--- config.mk ---
export PLATFORM = sky130hd
export DESIGN_NAME = alu_arbiter
export DESIGN_NICKNAME = d
export VERILOG_FILES = /design/src/rtl/alu_arbiter.sv
export SDC_FILE = /design/constraint.sdc
export NUM_CORES = 1
export LEC_CHECK = 0
export ABC_AREA = 0
export CAP_MARGIN = 0
export CELL_PAD_IN_SITES_DETAIL_PLACEMENT = 0
export CELL_PAD_IN_SITES_GLOBAL_PLACEMENT = 1
export CORE_ASPECT_RATIO = 1.4
export CORE_MARGIN = 1.5
export CORE_UTILIZATION = 38
export CTS_BUF_LIST = sky130_fd_sc_hd__clkbuf_4 sky130_fd_sc_hd__clkbuf_8
export DETAILED_ROUTE_END_ITERATION = 12
export PLACE_DENSITY_LB_ADDON = 0.1
export SYNTH_ARGS = -nofsm -noshare
export SYNTH_HDL_FRONTEND = slang
export SYNTH_SLANG_ARGS = --single-unit
--- constraint.sdc ---
create_clock -name clk -period 5.38 [get_ports clk]
set_clock_uncertainty 0.15 [all_clocks]
set_input_delay 0.538 -clock clk [delete_from_list [all_inputs] [get_ports clk]]
set_output_delay 0.538 -clock clk [all_outputs]
set_load 0.02 [all_outputs]
--- src/rtl/alu_arbiter.sv ---
// alu_arbiter: round-robin sharing of one AND/OR/ADD/SUB ALU between two
// requesters, with a registered, tagged response and a wrapping count of
// completed operations.
module alu_arbiter #(
  parameter int WIDTH = 32,
  parameter int CNT_W = 16
) (
  input  logic             clk,
  input  logic             rst_n,
  input  logic             req0_valid,
  output logic             req0_ready,
  input  logic [3:0]       req0_op,
  input  logic [WIDTH-1:0] req0_a,
  input  logic [WIDTH-1:0] req0_b,
  input  logic             req1_valid,
  output logic             req1_ready,
  input  logic [3:0]       req1_op,
  input  logic [WIDTH-1:0] req1_a,
  input  logic [WIDTH-1:0] req1_b,
  output logic             rsp_valid,
  input  logic             rsp_ready,
  output logic             rsp_id,
  output logic [WIDTH-1:0] rsp_result,
  output logic             rsp_zero,
  output logic             rsp_err,
  output logic             busy,
  output logic [CNT_W-1:0] ops_done
);

  typedef enum logic [1:0] {
    IDLE = 2'd0,
    EXEC = 2'd1,
    RESP = 2'd2
  } state_t;

  state_t           state;
  state_t           state_nx;
  logic             last_grant;
  logic             gnt_id;
  logic             accept;
  logic             lat_id;
  logic [3:0]       lat_op;
  logic [WIDTH-1:0] lat_a;
  logic [WIDTH-1:0] lat_b;
  logic [WIDTH-1:0] alu_result;
  logic             alu_err;
  logic             alu_zero;

  // Arbitration, request readies and next-state selection.
  always_comb begin
    req0_ready = 1'b0;
    req1_ready = 1'b0;
    state_nx   = state;
    // On contention the requester that did not win last time is chosen.
    gnt_id     = (req0_valid && req1_valid) ? ~last_grant : req1_valid;
    case (state)
      IDLE: begin
        if (rst_n && (req0_valid || req1_valid)) begin
          req0_ready = ~gnt_id;
          req1_ready = gnt_id;
          state_nx   = EXEC;
        end
      end
      EXEC: state_nx = RESP;
      RESP: if (rsp_ready) state_nx = IDLE;
      default: state_nx = IDLE;
    endcase
  end

  assign accept    = req0_ready | req1_ready;
  assign rsp_valid = (state == RESP);
  assign busy      = (state != IDLE);

  // Shared ALU, driven only from the latched request fields.
  always_comb begin
    alu_result = '0;
    alu_err    = 1'b0;
    case (lat_op)
      4'b0000:          alu_result = lat_a & lat_b;
      4'b0001:          alu_result = lat_a | lat_b;
      4'b0010:          alu_result = lat_a + lat_b;
      4'b0110, 4'b0111: alu_result = lat_a - lat_b;
      default: begin
        alu_result = '0;
        alu_err    = 1'b1;
      end
    endcase
    alu_zero = ~alu_err && (alu_result == '0);
  end

  // State register.
  always_ff @(posedge clk) begin
    if (!rst_n) state <= IDLE;
    else        state <= state_nx;
  end

  // Request latch, response registers, grant history and completion counter.
  always_ff @(posedge clk) begin
    if (!rst_n) begin
      last_grant <= 1'b1;
      lat_id     <= 1'b0;
      lat_op     <= '0;
      lat_a      <= '0;
      lat_b      <= '0;
      rsp_id     <= 1'b0;
      rsp_result <= '0;
      rsp_zero   <= 1'b0;
      rsp_err    <= 1'b0;
      ops_done   <= '0;
    end else begin
      if (accept) begin
        lat_id <= gnt_id;
        lat_op <= gnt_id ? req1_op : req0_op;
        lat_a  <= gnt_id ? req1_a  : req0_a;
        lat_b  <= gnt_id ? req1_b  : req0_b;
      end
      if (state == EXEC) begin
        rsp_id     <= lat_id;
        rsp_result <= alu_result;
        rsp_zero   <= alu_zero;
        rsp_err    <= alu_err;
        last_grant <= lat_id;
      end
      if ((state == RESP) && rsp_ready) begin
        ops_done <= ops_done + CNT_W'(1);
      end
    end
  end

endmodule

==> results of run 1 <==
-- metrics by stage --
step	setup WS (ns)	cells	util
after global placement	0.494	1430	0.488
final	0.458	1462	0.510
after floorplan	0.788	1037	-
after CTS	0.422	1462	0.510
after global routing	0.0803	1462	0.510
after detailed placement	0.466	1430	0.488
-- worst reg2reg max path: cells and delay by family (launching register included) --
family                     cells  cell delay (ns)
DFF                            1             0.38
and+or+nand+nor               10             3.22
AOI/OAI and AO/OA              2             0.58
xor gates and xnor gates       1             0.15
adders and majority gates      1             0.37
-- kinds of logic after synthesis --
group           after synthesis  synth area share
compound gates              293             0.224
flops                       123             0.299
mux                          71            0.0863
xor+xnor                     64            0.0681
simple gates                330             0.191
fa+ha+maj                    63            0.0884
buf+inv                      93            0.0427
-- area by class of cell --
| type | instances | share of cell area |
|---|---|---|
| Tap cell | 260 | 0.0301 |
| Sequential cell | 123 | 0.228 |
| Inverter | 17 | 0.00590 |
| Timing Repair Buffer | 209 | 0.190 |
| Multi-Input combinational cell | 821 | 0.504 |
| Clock inverter | 11 | 0.0177 |
| Clock buffer | 21 | 0.0256 |
-- layout by cell type (no fill, tap or decap), types with 5 or more instances in the layout --
master	synthesis	layout
a21oi_1	62	62
nand3_1	88	88
o21a_1	17	17
o31ai_1	14	14
a31oi_1	7	7
xnor2_1	29	29
and3_1	9	9
and2_1	6	6
o21ai_0	102	102
a211oi_1	17	17
clkdlybuf4s50_1	0	194
nand4_1	16	16
buf_4	0	14
o211ai_1	5	5
ha_1	35	35
dfxtp_1	123	123
nand2_1	79	79
nor3_1	17	16
mux2i_1	71	71
o21ai_1	6	6
xor2_1	35	35
nand2b_1	7	7
or3_1	9	9
bufinv_16	0	5
inv_1	16	16
nor2_1	76	76
a21o_1	9	9
clkbuf_8	0	19
maj3_1	27	27
-- metal layers --
| layer | share of wire | up-vias |
|---|---|---|
| li1 | - | 4096 |
| met1 | 0.47 | 3632 |
| met2 | 0.46 | 225 |
| met3 | 0.043 | 27 |
| met4 | 0.028 | 0 |
| met5 | 0 | - |
-- state kept, by name, summed over array words and instances, names as in the netlist --
name,count
last_grant,1
lat_a,32
lat_b,32
lat_id,1
lat_op,4
ops_done,16
rsp_err,1
rsp_id,1
rsp_result,32
rsp_zero,1
state,2
-- power by group through the flow --
stage	clock network [W]	registers, W	logic (W)
5_1_grt	0.00103	0.00112	0.00137
6_report	0.000960	0.00110	0.00125
3_3_place_gp	0	0.00112	0.00124
2_1_floorplan	0	0.00111	0.000830
4_1_cts	0.000988	0.00110	0.00124
3_5_place_dp	0	0.00112	0.00124
-- final timing paths --
check	from	to
max	lat_b[10]	rsp_zero
min	rsp_err	rsp_err
max reg2reg	lat_b[10]	rsp_zero
min reg2reg	rsp_err	rsp_err
==> impl_metrics.py, run 1 <==
metrics = {
    "clocking": {
        "clock_latency_ns": 0.43,
        "cts.clk_slew.worst_paths_ns": 0.07,
        "cts_setup_buffers": 0,
        "cts.sink_count": 123,
        "ctsResizeCount": 0,
        "clk_path_buf_depth": 2,
        "numCtsBuffers": 17,
        "cts_max_level": 4,
        "cts_hold_buf": 0,
        "cts_tree": "built",
        "clockRootBuffer": "clkbuf_8",
    },
    "synth": {
        "post-synth-top-count-cell": "dfxtp_1",
        "synth_ff_type": "dfxtp_1",
        "synthTopCellsByCount": "dfxtp_1 (123), o21ai_0 (102), nand3_1 (88)",
        "synth_warnings": 0,
        "synthArstFlopShare": 0,
        "seq_area_frac_synth": 0.299,
        "ys_top_cells_by_area": "dfxtp_1 (30%), mux2i_1 (8.6%), o21ai_0 (6.2%), nand3_1 (5.3%), ha_1 (5.3%)",
        "netlist_instances": 1037,
        "synth_area_leader_cell": "dfxtp_1",
        "syn_avg_cell_area_um2": 7.94,
        "synth_top_area_share": 0.299,
        "synth-seq-cells": 123,
        "ys_types": 71,
        "syn_nets": 1214,
        "synth_edf_count": 0,
        "syn_area_um2": 8230,
    },
    "placed_design": {
        "placed_area_um2": 10300,
        "io_buffers": 195,
        "dp_hpwl_mm": 20.2,
        "place_congestion": 0.891,
    },
    "power": {
        "ir_worst_vdd_mv": 0.146,
        "p_seq_frac": 0.333,
        "swShare": 0.360,
        "power_w": 0.00331,
        "power.share.clock": 0.290,
        "p_sw_w": 0.00119,
        "p_leak_nw": 4.16,
        "p_comb_frac": 0.377,
        "p_int_w": 0.00211,
        "p_per_area_nw_per_um2": 306,
    },
    "finish": {
        "syn2layout_area_growth_pct": 31.4,
        "final_area_um2": 10800,
        "num_antenna_cells": 0,
        "fillers": 2129,
        "drive_gt1_frac": 0.0507,
        "regArea_um2": 2460,
        "final_nets": 1366,
        "multi_input_area_um2": 5450,
    },
    "sta": {
        "setup_tns_ns": 0,
        "finalSetupViolCount": 0,
        "hold_slack_ns": 0.308,
        "fmax_mhz": 203,
        "period_share": 0.915,
        "tightest_slew_ns": 0.958,
        "maxSlewViolCount": 0,
        "slew_headroom": 0.361,
        "rsz0062_at_grt": "false",
        "period_minus_slack_ns": 4.92,
        "finalHoldViolCount": 0,
    },
    "global_route": {
        "grt_remaining_overflow": 0,
        "use_met3": 0.0284,
        "grt_usage": 0.226,
        "grt_antenna_before_repair": 0,
        "grt_max_degree": 74,
        "grt-busiest-layer": "met2",
        "grtUsageMet2": 0.365,
        "grt_util_met1": 0.307,
        "grt_pass1_wl_mm": 40.1,
        "grt_pass1_vias": 7368,
    },
    "outcome": {
        "status": "complete, no violations",
    },
    "detailed_routing": {
        "vias": 7980,
        "first_pass_iters": 4,
        "antenna_left": 0,
        "drt_iter0_drc": 410,
        "wire_per_inst_um": 17.3,
        "drc": 0,
        "via_per_inst": 5.46,
        "wl_mm": 25.4,
    },
    "job": {
        "max_cap_viol_count": 0,
    },
    "setup_path": {
        "max_stage_delay_ns": 0.59,
        "cp_cell_sequence": "or4_1, or3_1, or3_1, nand2_1, xor2_1, ha_1, and3_1, and4b_1, a2111o_1, or4_1, or4_1, nor4_2, nand4_1, o31ai_2",
        "r2r_slack_ns": 0.46,
        "crit_family": "simple AND/OR/NAND/NOR gates",
        "crit_required_ns": 5.58,
        "crit_fanout": 11,
        "path_class": "register to register",
        "worst-path-stages": 14,
        "rr_worst_depth": 14,
        "cp.arrival_ns": 5.12,
        "critPathLaunchType": "register",
        "crit_path_frequent_cell": "or4_1",
        "cp_num_buf_inv": 0,
        "endpoint_kind": "register",
        "cp_slowest_cell": "or4_1",
    },
    "floorplan": {
        "die_area_um2": 22600,
        "num_rows": 63,
        "ioPinCount": 196,
        "start_util": 0.388,
        "die_h_um": 177,
        "die_width_um": 127,
        "core-area_um2": 21200,
    },
    "min_path": {
        "whs_path_depth": 2,
        "hold_class": "register to register",
    },
}
(Power assumes the default switching activity.)
==> inputs of run 2 (changes only) <==
- ABC_CLOCK_PERIOD_IN_PS: not set -> 5380
- REMOVE_ABC_BUFFERS: not set -> 1
==> impl_metrics.py, run 2 (synthesis gave the netlist of run 1 again) <==
metrics = {
    "global_route": {
        "grt_antenna_before_repair": 1,
        "grt_pass1_wl_mm": 42.3,
        "grt_usage": 0.239,
        "grtUsageMet2": 0.433,
        "use_met3": 0.0423,
        "grt_max_degree": 85,
        "grt_remaining_overflow": 0,
        "grt_util_met1": 0.282,
        "grt_pass1_vias": 7950,
        "grt-busiest-layer": "met2",
    },
    "placed_design": {
        "dp_hpwl_mm": 20.4,
        "place_congestion": 0.947,
        "io_buffers": 195,
    },
    "finish": {
        "final_nets": 1369,
        "regArea_um2": 2460,
        "largestRegisters": "lat_a x32, lat_b x32, rsp_result x32",
        "layout_common_cells": "clkdlybuf4s50_1 (194), dfxtp_1 (123), o21ai_0 (102)",
        "final_common_cell": "clkdlybuf4s50_1",
        "drive_gt1_frac": 0.0548,
        "num_antenna_cells": 0,
        "multi_input_area_um2": 5450,
        "fillers": 2137,
        "syn2layout_area_growth_pct": 30.8,
    },
    "setup_path": {
        "rr_worst_depth": 15,
        "crit_required_ns": 5.61,
        "r2r-start": "lat_op[1]",
        "crit_fanout": 8,
        "timing.rr.end": "rsp_zero",
        "cp_num_buf_inv": 0,
        "path_class": "register to register",
        "startpoint": "lat_op[1]",
        "cp_slowest_cell": "or4_1",
        "cp.arrival_ns": 5.37,
        "max_stage_delay_ns": 0.52,
        "critPathLaunchType": "register",
        "endpoint_kind": "register",
        "cp_cell_sequence": "nor2b_1, and2_1, a21oi_1, xnor2_1, ha_1, a21o_1, a21oi_2, a21boi_1, or2b_1, a2111o_1, or4_1, or4_1, nor4_2, nand4_1, o31ai_2",
        "crit_family": "simple AND/OR/NAND/NOR gates",
        "worst-path-stages": 15,
        "r2r_slack_ns": 0.24,
        "crit_path_frequent_cell": "or4_1",
    },
    "floorplan": {
        "core-area_um2": 21200,
        "start_util": 0.388,
        "die_width_um": 127,
        "die_h_um": 177,
        "ioPinCount": 196,
        "num_rows": 63,
        "die_area_um2": 22600,
    },
    "outcome": {
        "status": "complete, no violations",
    },
    "clocking": {
        "cts.sink_count": 123,
        "cts_max_level": 4,
        "cts_hold_buf": 0,
        "clockRootBuffer": "clkbuf_8",
        "clock_latency_ns": 0.47,
        "cts_tree": "built",
        "cts.clk_slew.worst_paths_ns": 0.08,
        "numCtsBuffers": 17,
        "clk_path_buf_depth": 2,
    },
    "power": {
        "p_leak_nw": 4.13,
        "ir_worst_vdd_mv": 0.154,
        "p_per_area_nw_per_um2": 298,
    },
    "sta": {
        "setup_tns_ns": 0,
        "fmax_mhz": 195,
        "finalSetupViolCount": 0,
        "hold_slack_ns": 0.245,
        "tightest_slew_ns": 0.901,
        "slew_headroom": 0.398,
        "period_share": 0.955,
        "period_minus_slack_ns": 5.14,
        "rsz0062_at_grt": "false",
        "maxSlewViolCount": 0,
        "finalHoldViolCount": 0,
    },
    "detailed_routing": {
        "drt_iter0_drc": 444,
        "wl_mm": 26.5,
        "first_pass_iters": 5,
        "vias": 8132,
        "antenna_left": 0,
        "wire_per_inst_um": 18.1,
        "via_per_inst": 5.55,
        "drc": 0,
    },
    "min_path": {
        "hold_class": "input port to register",
        "whs_path_depth": 2,
        "hold_start": "rst_n",
        "whs_endpoint": "last_grant",
    },
    "job": {
        "max_cap_viol_count": 0,
    },
}
-- run 2: cell types whose count changed in the layout (fill, tap and decap cells not counted), moves of 2 or more --
| cell | previous run | this run |
|---|---|---|
| buf_4 | 14 | 17 |
| inv_6 | 0 | 2 |
| bufinv_16 | 5 | 2 |
| clkinvlp_4 | 3 | 6 |
| clkbuf_4 | 2 | 0 |
-- run 2: worst max path at each step --
stage | endpoint | slack, ns
global placement | rsp_zero | 0.41
CTS | rsp_zero | 0.25
global route | rsp_zero | 0.02
finish | rsp_zero | 0.24
detailed placement | rsp_zero | 0.32
floorplan | req0_ready | -4.14
-- run 2: power by group --
part           switching [W]  total, W  internal [W]
Sequential         0.0000929   0.00109      0.000998
Combinational       0.000735   0.00127      0.000534
Clock               0.000421  0.000844      0.000423
-- run 2: layer usage --
metal	wire length, um	vias up
li1	-	4103
met1	11400	3775
met2	13400	215
met3	1060	39
met4	659	0
met5	0	-
-- run 2: cell type report --
cell class              count  area share
inverters                  17     0.00592
clock buffers              18      0.0230
well taps                 260      0.0302
clock inverters            14      0.0136
repair buffers            212       0.193
multi-input cells         821       0.506
flip-flops and latches    123       0.229
-- run 2: stage by stage --
stage	instance area, um^2	total power (W)	cells	util	worst slack, ns
3_5_place_dp	10400	0.00237	1433	0.489	0.323
5_1_grt	10800	0.00341	1465	0.508	0.0247
2_1_floorplan	7950	0.00194	961	-	-4.14
6_report	10800	0.00320	1465	0.508	0.242
3_3_place_gp	10400	0.00237	1433	0.489	0.415
4_1_cts	10800	0.00322	1465	0.507	0.252
-- run 2: what timing repair did --
item | in CTS | in global routing
gates resized for setup | 0 | 3
endpoints found under the setup margin | 0 | 1
buffers inserted | 0 | 0
==> inputs of run 3 (changes only) <==
- GPL_TIMING_DRIVEN: not set -> 0
==> impl_metrics.py, run 3 (synthesis gave the netlist of run 1 again) <==
metrics = {
    "setup_path": {
        "r2r_slack_ns": 0.21,
        "cp.arrival_ns": 5.40,
        "endpoint_kind": "register",
        "path_class": "register to register",
        "critPathLaunchType": "register",
        "crit_fanout": 11,
        "crit_required_ns": 5.61,
    },
    "clocking": {
        "cts_tree": "built",
        "cts.sink_count": 123,
        "clock_latency_ns": 0.46,
        "cts_setup_buffers": 0,
        "cts_max_level": 4,
        "clk_path_buf_depth": 2,
        "numCtsBuffers": 17,
        "clockRootBuffer": "clkbuf_8",
        "cts.clk_slew.worst_paths_ns": 0.08,
    },
    "power": {
        "p_int_w": 0.00210,
        "p_sw_w": 0.00122,
        "p_seq_frac": 0.333,
        "p_per_area_nw_per_um2": 304,
        "power.share.clock": 0.287,
        "p_comb_frac": 0.381,
        "p_leak_nw": 4.19,
        "swShare": 0.368,
        "ir_worst_vdd_mv": 0.153,
    },
    "finish": {
        "final_common_cell": "clkdlybuf4s50_1",
        "largestRegisters": "lat_a x32, lat_b x32, rsp_result x32",
        "final_nets": 1367,
        "drive_gt1_frac": 0.0607,
        "final_area_um2": 10900,
        "syn2layout_area_growth_pct": 32.8,
        "stdcell_count": 1463,
        "layout_common_cells": "clkdlybuf4s50_1 (194), dfxtp_1 (122), o21ai_0 (101)",
        "num_antenna_cells": 0,
    },
    "detailed_routing": {
        "first_pass_iters": 5,
        "drt_iter0_drc": 496,
        "vias": 8037,
        "wire_per_inst_um": 17.2,
        "via_per_inst": 5.49,
        "antenna_left": 0,
        "wl_mm": 25.2,
        "drc": 0,
    },
    "sta": {
        "tightest_slew_ns": 1.19,
        "setup_tns_ns": 0,
        "finalHoldViolCount": 0,
        "maxSlewViolCount": 0,
        "period_minus_slack_ns": 5.17,
        "finalSetupViolCount": 0,
        "period_share": 0.960,
        "rsz0062_at_grt": "false",
        "slew_headroom": 0.210,
        "fmax_mhz": 194,
    },
    "placed_design": {
        "placed_area_um2": 10400,
        "place_congestion": 0.888,
        "io_buffers": 195,
        "dpl.cell_count": 1431,
        "dp_hpwl_mm": 19.0,
    },
    "outcome": {
        "status": "complete, no violations",
    },
    "floorplan": {
        "die_width_um": 127,
        "core-area_um2": 21200,
        "start_util": 0.388,
        "num_rows": 63,
        "ioPinCount": 196,
        "die_h_um": 177,
        "die_area_um2": 22600,
    },
    "global_route": {
        "grt_usage": 0.227,
        "grt_max_degree": 82,
        "grt_pass1_vias": 7703,
        "grt_pass1_wl_mm": 40.1,
        "grt_antenna_before_repair": 0,
        "grt_remaining_overflow": 0,
    },
    "min_path": {
        "hold_class": "register to register",
    },
    "job": {
        "max_cap_viol_count": 0,
    },
}
run 3: what timing repair did:
item,4_1_cts,5_1_grt
hold buffers,0,0
gates resized for setup,0,13
setup endpoints to repair,0,1
hold endpoints to repair,0,0
run 3: final cells by class:
cell class | count | area [um^2]
fillers | 2108 | 10300
flip-flops and latches | 123 | 2460
well taps | 260 | 325
multi-input cells | 821 | 5490
clock buffers | 22 | 290
inverters | 17 | 63.8
repair buffers | 210 | 2130
clock inverters | 10 | 163
run 3: worst paths after layout:
check                   end  depth (start not counted)            from
max                rsp_zero                         14       lat_b[10]
min          rsp_result[10]                          2  rsp_result[10]
max reg2reg        rsp_zero                         14       lat_b[10]
min reg2reg  rsp_result[10]                          2  rsp_result[10]
run 3: per-stage QoR:
stage | utilization | hold WS [ns] | total power (W) | setup WS (ns)
after floorplan | - | 0.284 | 0.00194 | -4.14
after global placement | 0.482 | 0.292 | 0.00238 | -7.20
after detailed placement | 0.492 | 0.296 | 0.00237 | 0.0904
after CTS | 0.513 | 0.307 | 0.00334 | 0.0650
after global routing | 0.516 | 0.321 | 0.00353 | 0.00284
final | 0.516 | 0.305 | 0.00332 | 0.213
run 3: worst max-delay path: stages (launching register included):
cell,delay (ns)
dfxtp_1,0.39
or4_1,0.61
or3_1,0.41
or3_1,0.41
nand2_1,0.11
xor2_1,0.17
ha_2,0.37
and3_1,0.21
and4b_1,0.21
a2111o_1,0.41
or4_1,0.53
or4_1,0.47
nor4_4,0.27
nand4_1,0.17
o31ai_2,0.19
run 3: power by group through the flow:
| stage | Sequential, W | Clock [W] | Combinational [W] |
|---|---|---|---|
| 2_1_floorplan | 0.00112 | 0 | 0.000816 |
| 3_3_place_gp | 0.00112 | 0 | 0.00126 |
| 3_5_place_dp | 0.00112 | 0 | 0.00125 |
| 4_1_cts | 0.00110 | 0.000976 | 0.00126 |
| 5_1_grt | 0.00112 | 0.00101 | 0.00140 |
| 6_report | 0.00111 | 0.000953 | 0.00127 |
run 3: per-layer routing:
metal,up-vias,part of all wire,global-route usage
met5,-,0,0
met4,0,0.025,0.0767
met3,34,0.040,0.0326
met2,206,0.50,0.403
met1,3698,0.44,0.278
li1,4099,-,-
